$ cat config.mk
export PLATFORM = sky130hd
export DESIGN_NAME = thor2023_cond_resolve_flat
export DESIGN_NICKNAME = d
export VERILOG_FILES = /design/src/rtl/thor2023_cond_resolve_if.sv /design/src/rtl/thor2023_cond_resolve.sv /design/src/flat_wrapper.sv
export SDC_FILE = /design/constraint.sdc
export NUM_CORES = 1
export LEC_CHECK = 0
export BUFFER_PORTS_ARGS = -buffer_cell sky130_fd_sc_hd__buf_4
export CELL_PAD_IN_SITES_DETAIL_PLACEMENT = 0
export CELL_PAD_IN_SITES_GLOBAL_PLACEMENT = 1
export CORE_AREA = 2 2 112 114
export DETAILED_ROUTE_END_ITERATION = 6
export DIE_AREA = 0 0 114 116
export PLACE_DENSITY = 0.81
export SLEW_MARGIN = 10
export SYNTH_ARGS = -nofsm -noshare
export SYNTH_HDL_FRONTEND = slang
export SYNTH_SLANG_ARGS = --single-unit
$ cat constraint.sdc
create_clock -name clk_i -period 2.4 [get_ports clk_i]
set_clock_uncertainty 0.05 [all_clocks]
set_input_delay 0.24 -clock clk_i [delete_from_list [all_inputs] [get_ports clk_i]]
set_output_delay 0.24 -clock clk_i [all_outputs]
set_load 0.02 [all_outputs]
$ cat src/rtl/thor2023_cond_resolve_if.sv
// Handshake and result bus for the thor2023 condition-resolve stage.
// slave = the resolve stage itself, master = the side driving operations into it.
interface thor2023_cond_resolve_if #(
    parameter int PCW  = 32,
    parameter int TAGW = 5
);
    logic            in_v_i;
    logic            in_rdy_o;
    logic [15:0]     cmp_i;
    logic [3:0]      cond_i;
    logic            inv_i;
    logic            br_i;
    logic            pred_taken_i;
    logic [PCW-1:0]  tgt_i;
    logic [PCW-1:0]  nxt_pc_i;
    logic [TAGW-1:0] tag_i;
    logic            out_v_o;
    logic            out_rdy_i;
    logic [TAGW-1:0] out_tag_o;
    logic            out_cond_o;
    logic            out_br_o;
    logic            out_misp_o;
    logic            redirect_o;
    logic [PCW-1:0]  redirect_pc_o;
    logic            flush_done_i;
    logic [31:0]     stat_br_o;
    logic [31:0]     stat_misp_o;

    modport slave (
        input  in_v_i, cmp_i, cond_i, inv_i, br_i, pred_taken_i, tgt_i, nxt_pc_i, tag_i,
        input  out_rdy_i, flush_done_i,
        output in_rdy_o, out_v_o, out_tag_o, out_cond_o, out_br_o, out_misp_o,
        output redirect_o, redirect_pc_o, stat_br_o, stat_misp_o
    );

    modport master (
        output in_v_i, cmp_i, cond_i, inv_i, br_i, pred_taken_i, tgt_i, nxt_pc_i, tag_i,
        output out_rdy_i, flush_done_i,
        input  in_rdy_o, out_v_o, out_tag_o, out_cond_o, out_br_o, out_misp_o,
        input  redirect_o, redirect_pc_o, stat_br_o, stat_misp_o
    );
endinterface

$ cat src/rtl/thor2023_cond_resolve.sv
// Condition-resolve stage: selects a compare bit, resolves branches/predicate sets into a
// 2-entry result FIFO, and flushes after a mispredict. Branch statistics built with THOR2023_BRSTAT_EN.
module thor2023_cond_resolve #(
    parameter int PCW  = 32,
    parameter int TAGW = 5
) (
    input  logic                      clk_i,
    input  logic                      rst_i,
    thor2023_cond_resolve_if.slave    bus
);
    localparam int EW = TAGW + 3;

    typedef enum logic {ST_RUN, ST_FLUSH} state_t;

    state_t         state_q, state_d;
    logic [EW-1:0]  ent_q [2];
    logic [EW-1:0]  ent_d [2];
    logic           wr_ptr_q, wr_ptr_d;
    logic           rd_ptr_q, rd_ptr_d;
    logic [1:0]     cnt_q, cnt_d;
    logic           redirect_q, redirect_d;
    logic [PCW-1:0] redirect_pc_q, redirect_pc_d;

    logic           accept, push, pop, c, misp;
    logic [EW-1:0]  head;

    assign c    = bus.cmp_i[bus.cond_i] ^ bus.inv_i;
    assign misp = bus.br_i & (c != bus.pred_taken_i);

    // In FLUSH the stage swallows everything, so ready never depends on FIFO occupancy there.
    assign bus.in_rdy_o = (state_q == ST_FLUSH) || (cnt_q != 2'd2);
    assign accept       = bus.in_v_i & bus.in_rdy_o;
    assign push         = accept & (state_q == ST_RUN);
    assign pop          = bus.out_v_o & bus.out_rdy_i;
    assign head         = ent_q[rd_ptr_q];

    assign bus.out_v_o       = (cnt_q != 2'd0);
    assign bus.out_tag_o     = head[EW-1:3];
    assign bus.out_cond_o    = head[2];
    assign bus.out_br_o      = head[1];
    assign bus.out_misp_o    = head[0];
    assign bus.redirect_o    = redirect_q;
    assign bus.redirect_pc_o = redirect_pc_q;

    always_comb begin
        state_d       = state_q;
        ent_d         = ent_q;
        wr_ptr_d      = wr_ptr_q;
        rd_ptr_d      = rd_ptr_q;
        cnt_d         = cnt_q;
        redirect_d    = 1'b0;
        redirect_pc_d = redirect_pc_q;

        if (push) begin
            ent_d[wr_ptr_q] = {bus.tag_i, c, bus.br_i, misp};
            wr_ptr_d        = ~wr_ptr_q;
        end
        if (pop) begin
            rd_ptr_d = ~rd_ptr_q;
        end
        case ({push, pop})
            2'b10:   cnt_d = cnt_q + 2'd1;
            2'b01:   cnt_d = cnt_q - 2'd1;
            default: cnt_d = cnt_q;
        endcase

        case (state_q)
            ST_RUN: begin
                if (push && misp) begin
                    redirect_d    = 1'b1;
                    redirect_pc_d = c ? bus.tgt_i : bus.nxt_pc_i;
                    state_d       = ST_FLUSH;
                end
            end
            ST_FLUSH: begin
                if (bus.flush_done_i) begin
                    state_d = ST_RUN;
                end
            end
            default: state_d = ST_RUN;
        endcase
    end

    always_ff @(posedge clk_i or posedge rst_i) begin
        if (rst_i) begin
            state_q       <= ST_RUN;
            ent_q[0]      <= '0;
            ent_q[1]      <= '0;
            wr_ptr_q      <= 1'b0;
            rd_ptr_q      <= 1'b0;
            cnt_q         <= '0;
            redirect_q    <= 1'b0;
            redirect_pc_q <= '0;
        end else begin
            state_q       <= state_d;
            ent_q         <= ent_d;
            wr_ptr_q      <= wr_ptr_d;
            rd_ptr_q      <= rd_ptr_d;
            cnt_q         <= cnt_d;
            redirect_q    <= redirect_d;
            redirect_pc_q <= redirect_pc_d;
        end
    end

`ifdef THOR2023_BRSTAT_EN
    logic [31:0] stat_br_q, stat_br_d;
    logic [31:0] stat_misp_q, stat_misp_d;

    always_comb begin
        stat_br_d   = stat_br_q;
        stat_misp_d = stat_misp_q;
        if (push && bus.br_i && (stat_br_q != '1)) begin
            stat_br_d = stat_br_q + 32'd1;
        end
        if (push && misp && (stat_misp_q != '1)) begin
            stat_misp_d = stat_misp_q + 32'd1;
        end
    end

    always_ff @(posedge clk_i or posedge rst_i) begin
        if (rst_i) begin
            stat_br_q   <= '0;
            stat_misp_q <= '0;
        end else begin
            stat_br_q   <= stat_br_d;
            stat_misp_q <= stat_misp_d;
        end
    end

    assign bus.stat_br_o   = stat_br_q;
    assign bus.stat_misp_o = stat_misp_q;
`else
    assign bus.stat_br_o   = '0;
    assign bus.stat_misp_o = '0;
`endif
endmodule
$ cat src/flat_wrapper.sv
// flat-port wrapper written by rule: the top's interface ports become plain ports
module thor2023_cond_resolve_flat 
#(
    parameter int PCW  = 32,
    parameter int TAGW = 5
)
  (clk_i, rst_i, bus_in_v_i, bus_cmp_i, bus_cond_i, bus_inv_i, bus_br_i, bus_pred_taken_i, bus_tgt_i, bus_nxt_pc_i, bus_tag_i, bus_out_rdy_i, bus_flush_done_i, bus_in_rdy_o, bus_out_v_o, bus_out_tag_o, bus_out_cond_o, bus_out_br_o, bus_out_misp_o, bus_redirect_o, bus_redirect_pc_o, bus_stat_br_o, bus_stat_misp_o);
  thor2023_cond_resolve_if #(.PCW(PCW), .TAGW(TAGW)) bus_i ();
  input  logic clk_i;
  input  logic rst_i;
  input wire logic [$bits(bus_i.in_v_i)-1:0] bus_in_v_i;
  input wire logic [$bits(bus_i.cmp_i)-1:0] bus_cmp_i;
  input wire logic [$bits(bus_i.cond_i)-1:0] bus_cond_i;
  input wire logic [$bits(bus_i.inv_i)-1:0] bus_inv_i;
  input wire logic [$bits(bus_i.br_i)-1:0] bus_br_i;
  input wire logic [$bits(bus_i.pred_taken_i)-1:0] bus_pred_taken_i;
  input wire logic [$bits(bus_i.tgt_i)-1:0] bus_tgt_i;
  input wire logic [$bits(bus_i.nxt_pc_i)-1:0] bus_nxt_pc_i;
  input wire logic [$bits(bus_i.tag_i)-1:0] bus_tag_i;
  input wire logic [$bits(bus_i.out_rdy_i)-1:0] bus_out_rdy_i;
  input wire logic [$bits(bus_i.flush_done_i)-1:0] bus_flush_done_i;
  output wire logic [$bits(bus_i.in_rdy_o)-1:0] bus_in_rdy_o;
  output wire logic [$bits(bus_i.out_v_o)-1:0] bus_out_v_o;
  output wire logic [$bits(bus_i.out_tag_o)-1:0] bus_out_tag_o;
  output wire logic [$bits(bus_i.out_cond_o)-1:0] bus_out_cond_o;
  output wire logic [$bits(bus_i.out_br_o)-1:0] bus_out_br_o;
  output wire logic [$bits(bus_i.out_misp_o)-1:0] bus_out_misp_o;
  output wire logic [$bits(bus_i.redirect_o)-1:0] bus_redirect_o;
  output wire logic [$bits(bus_i.redirect_pc_o)-1:0] bus_redirect_pc_o;
  output wire logic [$bits(bus_i.stat_br_o)-1:0] bus_stat_br_o;
  output wire logic [$bits(bus_i.stat_misp_o)-1:0] bus_stat_misp_o;
  assign bus_i.in_v_i = bus_in_v_i;
  assign bus_i.cmp_i = bus_cmp_i;
  assign bus_i.cond_i = bus_cond_i;
  assign bus_i.inv_i = bus_inv_i;
  assign bus_i.br_i = bus_br_i;
  assign bus_i.pred_taken_i = bus_pred_taken_i;
  assign bus_i.tgt_i = bus_tgt_i;
  assign bus_i.nxt_pc_i = bus_nxt_pc_i;
  assign bus_i.tag_i = bus_tag_i;
  assign bus_i.out_rdy_i = bus_out_rdy_i;
  assign bus_i.flush_done_i = bus_flush_done_i;
  assign bus_in_rdy_o = bus_i.in_rdy_o;
  assign bus_out_v_o = bus_i.out_v_o;
  assign bus_out_tag_o = bus_i.out_tag_o;
  assign bus_out_cond_o = bus_i.out_cond_o;
  assign bus_out_br_o = bus_i.out_br_o;
  assign bus_out_misp_o = bus_i.out_misp_o;
  assign bus_redirect_o = bus_i.redirect_o;
  assign bus_redirect_pc_o = bus_i.redirect_pc_o;
  assign bus_stat_br_o = bus_i.stat_br_o;
  assign bus_stat_misp_o = bus_i.stat_misp_o;
  thor2023_cond_resolve #(.PCW(PCW), .TAGW(TAGW)) u_core (.clk_i(clk_i), .rst_i(rst_i), .bus(bus_i));
endmodule
==> results of run 1 <==
-- kinds of logic (layout without fill, tap and decap cells) --
| logic type | after synthesis | after routing | synth area share (%) |
|---|---|---|---|
| AO/OA/AOI/OAI | 42 | 42 | 8.38 |
| XOR/XNOR | 8 | 8 | 2.27 |
| adder cells (fa/ha/maj) | 1 | 1 | 0.320 |
| buffers and inverters | 119 | 195 | 18.6 |
| flip-flops | 54 | 54 | 34.5 |
| multiplexers | 72 | 72 | 21.2 |
| other | 1 | 64 | 0.0958 |
| AND/OR/NAND/NOR | 108 | 108 | 14.6 |
-- Yosys cell counts (all sizes together) --
library cell	number	share of area, %
clkbuf	16	1.5
o21ai	6	0.77
nand2	6	0.58
mux2	29	8.3
and2	1	0.16
buf	71	14
nand4	2	0.32
o22ai	2	0.32
nand3	1	0.13
conb	1	0.096
dfrtp	54	35
or2	1	0.16
and4	1	0.22
mux2i	38	9.7
or3	19	3.0
o31ai	1	0.19
mux4	5	3.2
a211oi	19	3.6
xnor2	5	1.6
nor2	36	3.5
xor2	3	0.67
a21oi	1	0.13
nand2b	40	6.4
ha	1	0.32
inv	32	3.1
a222oi	13	3.3
nor3	1	0.13
-- critical path: stages --
cell,delay [ns]
buf_4,0.13
mux4_2,0.50
mux4_2,0.59
xnor2_4,0.22
buf_12,0.19
mux2_4,0.31
a222oi_1,0.26
-- stage by stage --
stage | total power [W] | std cells | utilization, %
6_report | 0.00519 | 691 | 42.7
5_1_grt | 0.00555 | 691 | 42.7
4_1_cts | 0.00525 | 691 | 42.7
3_5_place_dp | 0.00448 | 683 | 41.4
3_3_place_gp | 0.00439 | 683 | 41.4
2_1_floorplan | 0.00352 | 468 | -
-- area by class of cell --
class                   count  area [sq um]
clock buffers               5           125
clock inverters             3          28.8
fillers                  1169          6820
inverters                  32           120
multi-input cells         295          2100
flip-flops and latches     54          1350
well taps                 147           184
repair buffers            155          1180
-- metal layers --
metal,vias to the layer above,share of wire [%]
li1,1533,-
met1,1526,44
met2,121,49
met3,7,6.3
met4,0,0.71
met5,-,0
-- worst max path at each step --
stage / start / to / cells after the start
2_1_floorplan: bus_cond_i[2] / u_core.bus.redirect_pc_o[19] / 6
3_3_place_gp: bus_cond_i[2] / u_core.bus.redirect_pc_o[13] / 8
3_5_place_dp: bus_cond_i[2] / u_core.bus.redirect_pc_o[15] / 8
4_1_cts: bus_cond_i[2] / u_core.bus.redirect_pc_o[25] / 7
5_1_grt: bus_cond_i[2] / u_core.bus.redirect_pc_o[15] / 8
6_report: bus_cond_i[2] / u_core.bus.redirect_pc_o[25] / 7
-- state kept, by name (all words and copies together) (netlist names) --
register	cells
u_core.cnt_q	2
u_core.rd_ptr_q	1
u_core.bus.redirect_o	1
u_core.ent_q	16
u_core.wr_ptr_q	1
u_core.state_q	1
u_core.bus.redirect_pc_o	32
-- report_power, final --
part | switching (W) | internal (W)
clock | 0.000354 | 0.000399
combinational | 0.00142 | 0.00137
sequential | 0.000324 | 0.00132
-- placed cells by master (no fill, tap or decap), types with 2 or more instances in the layout --
cell type and instances:
a211oi_1 19, a222oi_1 13, buf_4 154, clkbuf_16 5, clkinv_4 2, conb_1 64
dfrtp_1 54, inv_1 31, mux2_2 22, mux2_4 7, mux2i_1 38, mux4_2 5
nand2_1 6, nand2b_1 40, nand4_1 2, nor2_1 36, o21ai_0 6, o22ai_1 2
or3_1 19, xnor2_1 4, xor2_1 2
==> metrics.txt, run 1 <==
Wirelength per Cell 14.3 um; met2 Resource Use GR 25.3%; DP Worst Slack -0.245 ns; Hold Crit Endpoint u_core.state_q; GRT Util Overall 14.2%; worst skew pair latency 0.29 ns; Startpoint Class input pin; FF-to-FF End u_core.bus.redirect_pc_o[25]; status completed; Die X 114 um; # IOs 204; Die ar. 0.0132 sq mm; RSZ-0062 raised after global routing no; critical hold path startpoint bus_flush_done_i; area grow syn2layout 30.1%; ANT cells 0; Seq/Total Area, Yosys 34.5%; DRT antenna net count 0; WP data required 2.53 ns; Fin Setup TNS 0 ns; period utilization 96.5%; PortBufs 139; first-pass GRT wire length 15300 um; Worst Path Arrival 2.44 ns; root buffer selected by CTS clkbuf_16; GRT Max-Usage Layer met2; vias per cell 4.61; final worst slack 0.0831 ns; maximum VDD drop 0.339 mV; share of layout cells above drive strength 1 36.9%; worst-path fanout max 19; Syn Area/Cell 9.66 sq um; DRT iter0 DRCs 158; Mapped Area 0.00391 sq mm; Hold Fails Final Rpt 0; Slew Limit Fails 0; CP Capture Type flip-flop; clk sinks 54; clk buf depth 2; Min Clock Period, post-route 2.32 ns; # H-tree levels 2; RR Startpoint u_core.cnt_q[0]; GR Layer Usage met1 18.4%; CTS tree built; fin area 0.00509 sq mm; starting density of the core 32.8%; class of the worst hold path in -> reg; R2R depth 6; dpl cell area 0.00494 sq mm; antenna violations before repair 0; total grt overflow 0; Hold Crit Depth 2; Pleak 2.58 nW; Vias 3187; worst reg-to-reg setup slack 0.59 ns; setup violators final 0; Cell variety after synth 33; largest net degree at the start of global routing 55; Num CTS Buffers 5; YS warnings 0; grt met3 use 2.56%; Slew @ Worst Pin 0.706 ns; Yosys reg bits 54; number of global-route vias before repair 3127; Residual DRC 0; final WL 9850 um; Die Height 116 um; Worst-path clk slew 0.07 ns; Synth Instances 405; Detailed Place HPWL 7380 um; Worst slew margin 53.0%; core area 0.0119 sq mm; Setup CP Type in -> reg; hold-fix buffers at CTS 0; CTS resizes 0; pwr dens 1020 mW/mm^2; Setup Buffers After CTS 0; std cell rows 40; drt pass-1 iters 5; Max-cap violations 0; fin nets 641; routability congestion estimate 0.759; max frequency 0.432 GHz; Hold WS 0.0829 ns
Power figures use the tool's default switching activity.
==> inputs of run 2 (changes only) <==
--- a/config.mk
+++ b/config.mk
@@ -6,12 +6,10 @@
 export NUM_CORES = 1
 export LEC_CHECK = 0
 export BUFFER_PORTS_ARGS = -buffer_cell sky130_fd_sc_hd__buf_4
-export CELL_PAD_IN_SITES_DETAIL_PLACEMENT = 0
-export CELL_PAD_IN_SITES_GLOBAL_PLACEMENT = 1
-export CORE_AREA = 2 2 112 114
+export CORE_AREA = 2 2 96 98
 export DETAILED_ROUTE_END_ITERATION = 6
-export DIE_AREA = 0 0 114 116
-export PLACE_DENSITY = 0.81
+export DIE_AREA = 0 0 98 100
+export PLACE_DENSITY = 0.8
 export SLEW_MARGIN = 10
 export SYNTH_ARGS = -nofsm -noshare
 export SYNTH_HDL_FRONTEND = slang
==> constraint.sdc (replaced) <==
create_clock -name clk_i -period 2.4 [get_ports clk_i]
set_clock_uncertainty 0.05 [all_clocks]
set_input_delay 0.12 -clock clk_i [delete_from_list [all_inputs] [get_ports clk_i]]
set_output_delay 0.12 -clock clk_i [all_outputs]
set_load 0.02 [all_outputs]
==> run 2 against run 1 <==
Sequential power barely moved; global-route usage rose by 5.4 points; non-clock buffer count rose by 6; cell count fell by 4.3%; critical path depth did not move; routed wire length fell by 0.64%; register-to-register slack got worse by 0.08 ns; design area rose by 0.15%; clock-buffer cell count did not move; sequential cell count did not move; critical path type unchanged.
==> metrics.txt, run 2 (synthesis results as in run 1) <==
Pleak 2.58 nW; fin area 0.00510 sq mm; R2R depth 6; vias per cell 4.97; PortBufs 139; setup violators final 0; maximum VDD drop 0.325 mV; Die X 98 um; Worst slew margin 25.9%; Slew Limit Fails 0; Setup CP Type in -> reg; drt pass-1 iters 5; WP data required 2.54 ns; root buffer selected by CTS clkbuf_8; Slowest-stage cell, CP mux4_2; Wirelength per Cell 14.8 um; Hold Crit Depth 3; worst-path fanout max 9; Finished Core Util 57.3%; pwr dens 995 mW/mm^2; number of global-route vias before repair 3307; # H-tree levels 2; cells along the critical path buf_4, mux4_1, mux4_2, xnor2_4, buf_12, mux2_2, a222oi_1; commonest non-fill, non-tap cell in the layout buf_4; Hold Fails Final Rpt 0; RSZ-0062 raised after global routing no; class of the worst hold path in -> reg; worst skew pair latency 0.31 ns; clk sinks 54; Fin Setup TNS 0 ns; fin nets 647; Worst-path clk slew 0.10 ns; largest net degree at the start of global routing 40; CP max stage delay 0.57 ns; Max-cap violations 0; CP Capture Type flip-flop; ANT cells 0; dpl cell area 0.00490 sq mm; first-pass GRT wire length 15600 um; CTS tree built; max frequency 0.439 GHz; DRT antenna net count 0; Detailed Place HPWL 7360 um; Vias 3282; Die ar. 0.00980 sq mm; starting density of the core 44.0%; GRT Util Overall 19.6%; clk buf depth 2; antenna violations before repair 0; total grt overflow 0; status completed; Num CTS Buffers 5; Residual DRC 0; Min Clock Period, post-route 2.28 ns; share of layout cells above drive strength 1 35.6%; Startpoint Class input pin; period utilization 95.0%; Die Height 100 um; core area 0.00889 sq mm; final WL 9790 um; routability congestion estimate 0.806; commonest non-fill, non-tap cells in the layout buf_4, conb_1, dfrtp_1, nand2b_1, mux2i_1; max reg flops 32; area grow syn2layout 30.3%; DRT iter0 DRCs 107; Worst Path Arrival 2.42 ns; std cell rows 35; # IOs 204; Slew @ Worst Pin 1.11 ns
==> run 2: path summary, 6_finish.rpt <==
path | from | slack [ns] | end
worst max register to register | u_core.cnt_q[0] | 0.51 | u_core.bus.redirect_pc_o[4]
max in group asynchronous | rst_i | 1.34 | u_core.bus.redirect_pc_o[20]
worst max-delay path | bus_cond_i[2] | 0.12 | u_core.bus.redirect_pc_o[27]
worst min register to register | u_core.ent_q[0] | 0.44 | u_core.ent_q[0]
worst min-delay path | bus_tgt_i[24] | 0.02 | u_core.bus.redirect_pc_o[24]
min in group asynchronous | rst_i | 0.29 | u_core.bus.redirect_pc_o[1]
==> run 2: through the flow <==
step | total power (W) | instances | hold WS [ns] | setup slack [ns]
2_1_floorplan | 0.00348 | 468 | 0.169 | 0.0196
3_3_place_gp | 0.00434 | 645 | 0.0773 | -0.0618
3_5_place_dp | 0.00445 | 645 | 0.0869 | -0.246
4_1_cts | 0.00511 | 661 | 0.00387 | 0.0939
5_1_grt | 0.00541 | 661 | 0.0152 | 0.0228
6_report | 0.00507 | 661 | 0.0166 | 0.120
==> run 2: critical path, delay by kind of cell <==
kind / cells / cell delay [ns]
buffers and inverters: 2 / 0.29
XOR/XNOR: 1 / 0.26
multiplexers: 3 / 1.47
AO/OA/AOI/OAI: 1 / 0.28
==> run 2: power by group <==
part / switching, W / total [W] / internal (W)
sequential: 0.000325 / 0.00165 / 0.00132
combinational: 0.00142 / 0.00279 / 0.00136
clock: 0.000320 / 0.000638 / 0.000318
==> run 2: timing repair <==
item | 4_1_cts | 5_1_grt
resized for setup | 0 | 0
setup buffers | 0 | 0
hold endpoints to repair | 29 | 0
hold buffers | 8 | 0
==> run 2: layout make-up <==
type,instances,area (sq um)
clock buffer,5,68.8
fill,779,3790
inverter,32,120
clock inverter,3,48.8
sequential,54,1350
timing repair buffer,161,1290
multi-input combinational,295,2080
tap,111,139
==> run 2: layer usage <==
layer | track usage (%) | vias up | part of all wire, %
met4 | 5.56 | 0 | 1.8
met3 | 3.62 | 17 | 6.9
li1 | - | 1544 | -
met2 | 35.9 | 152 | 52
met1 | 23.5 | 1569 | 40
met5 | 0 | - | 0
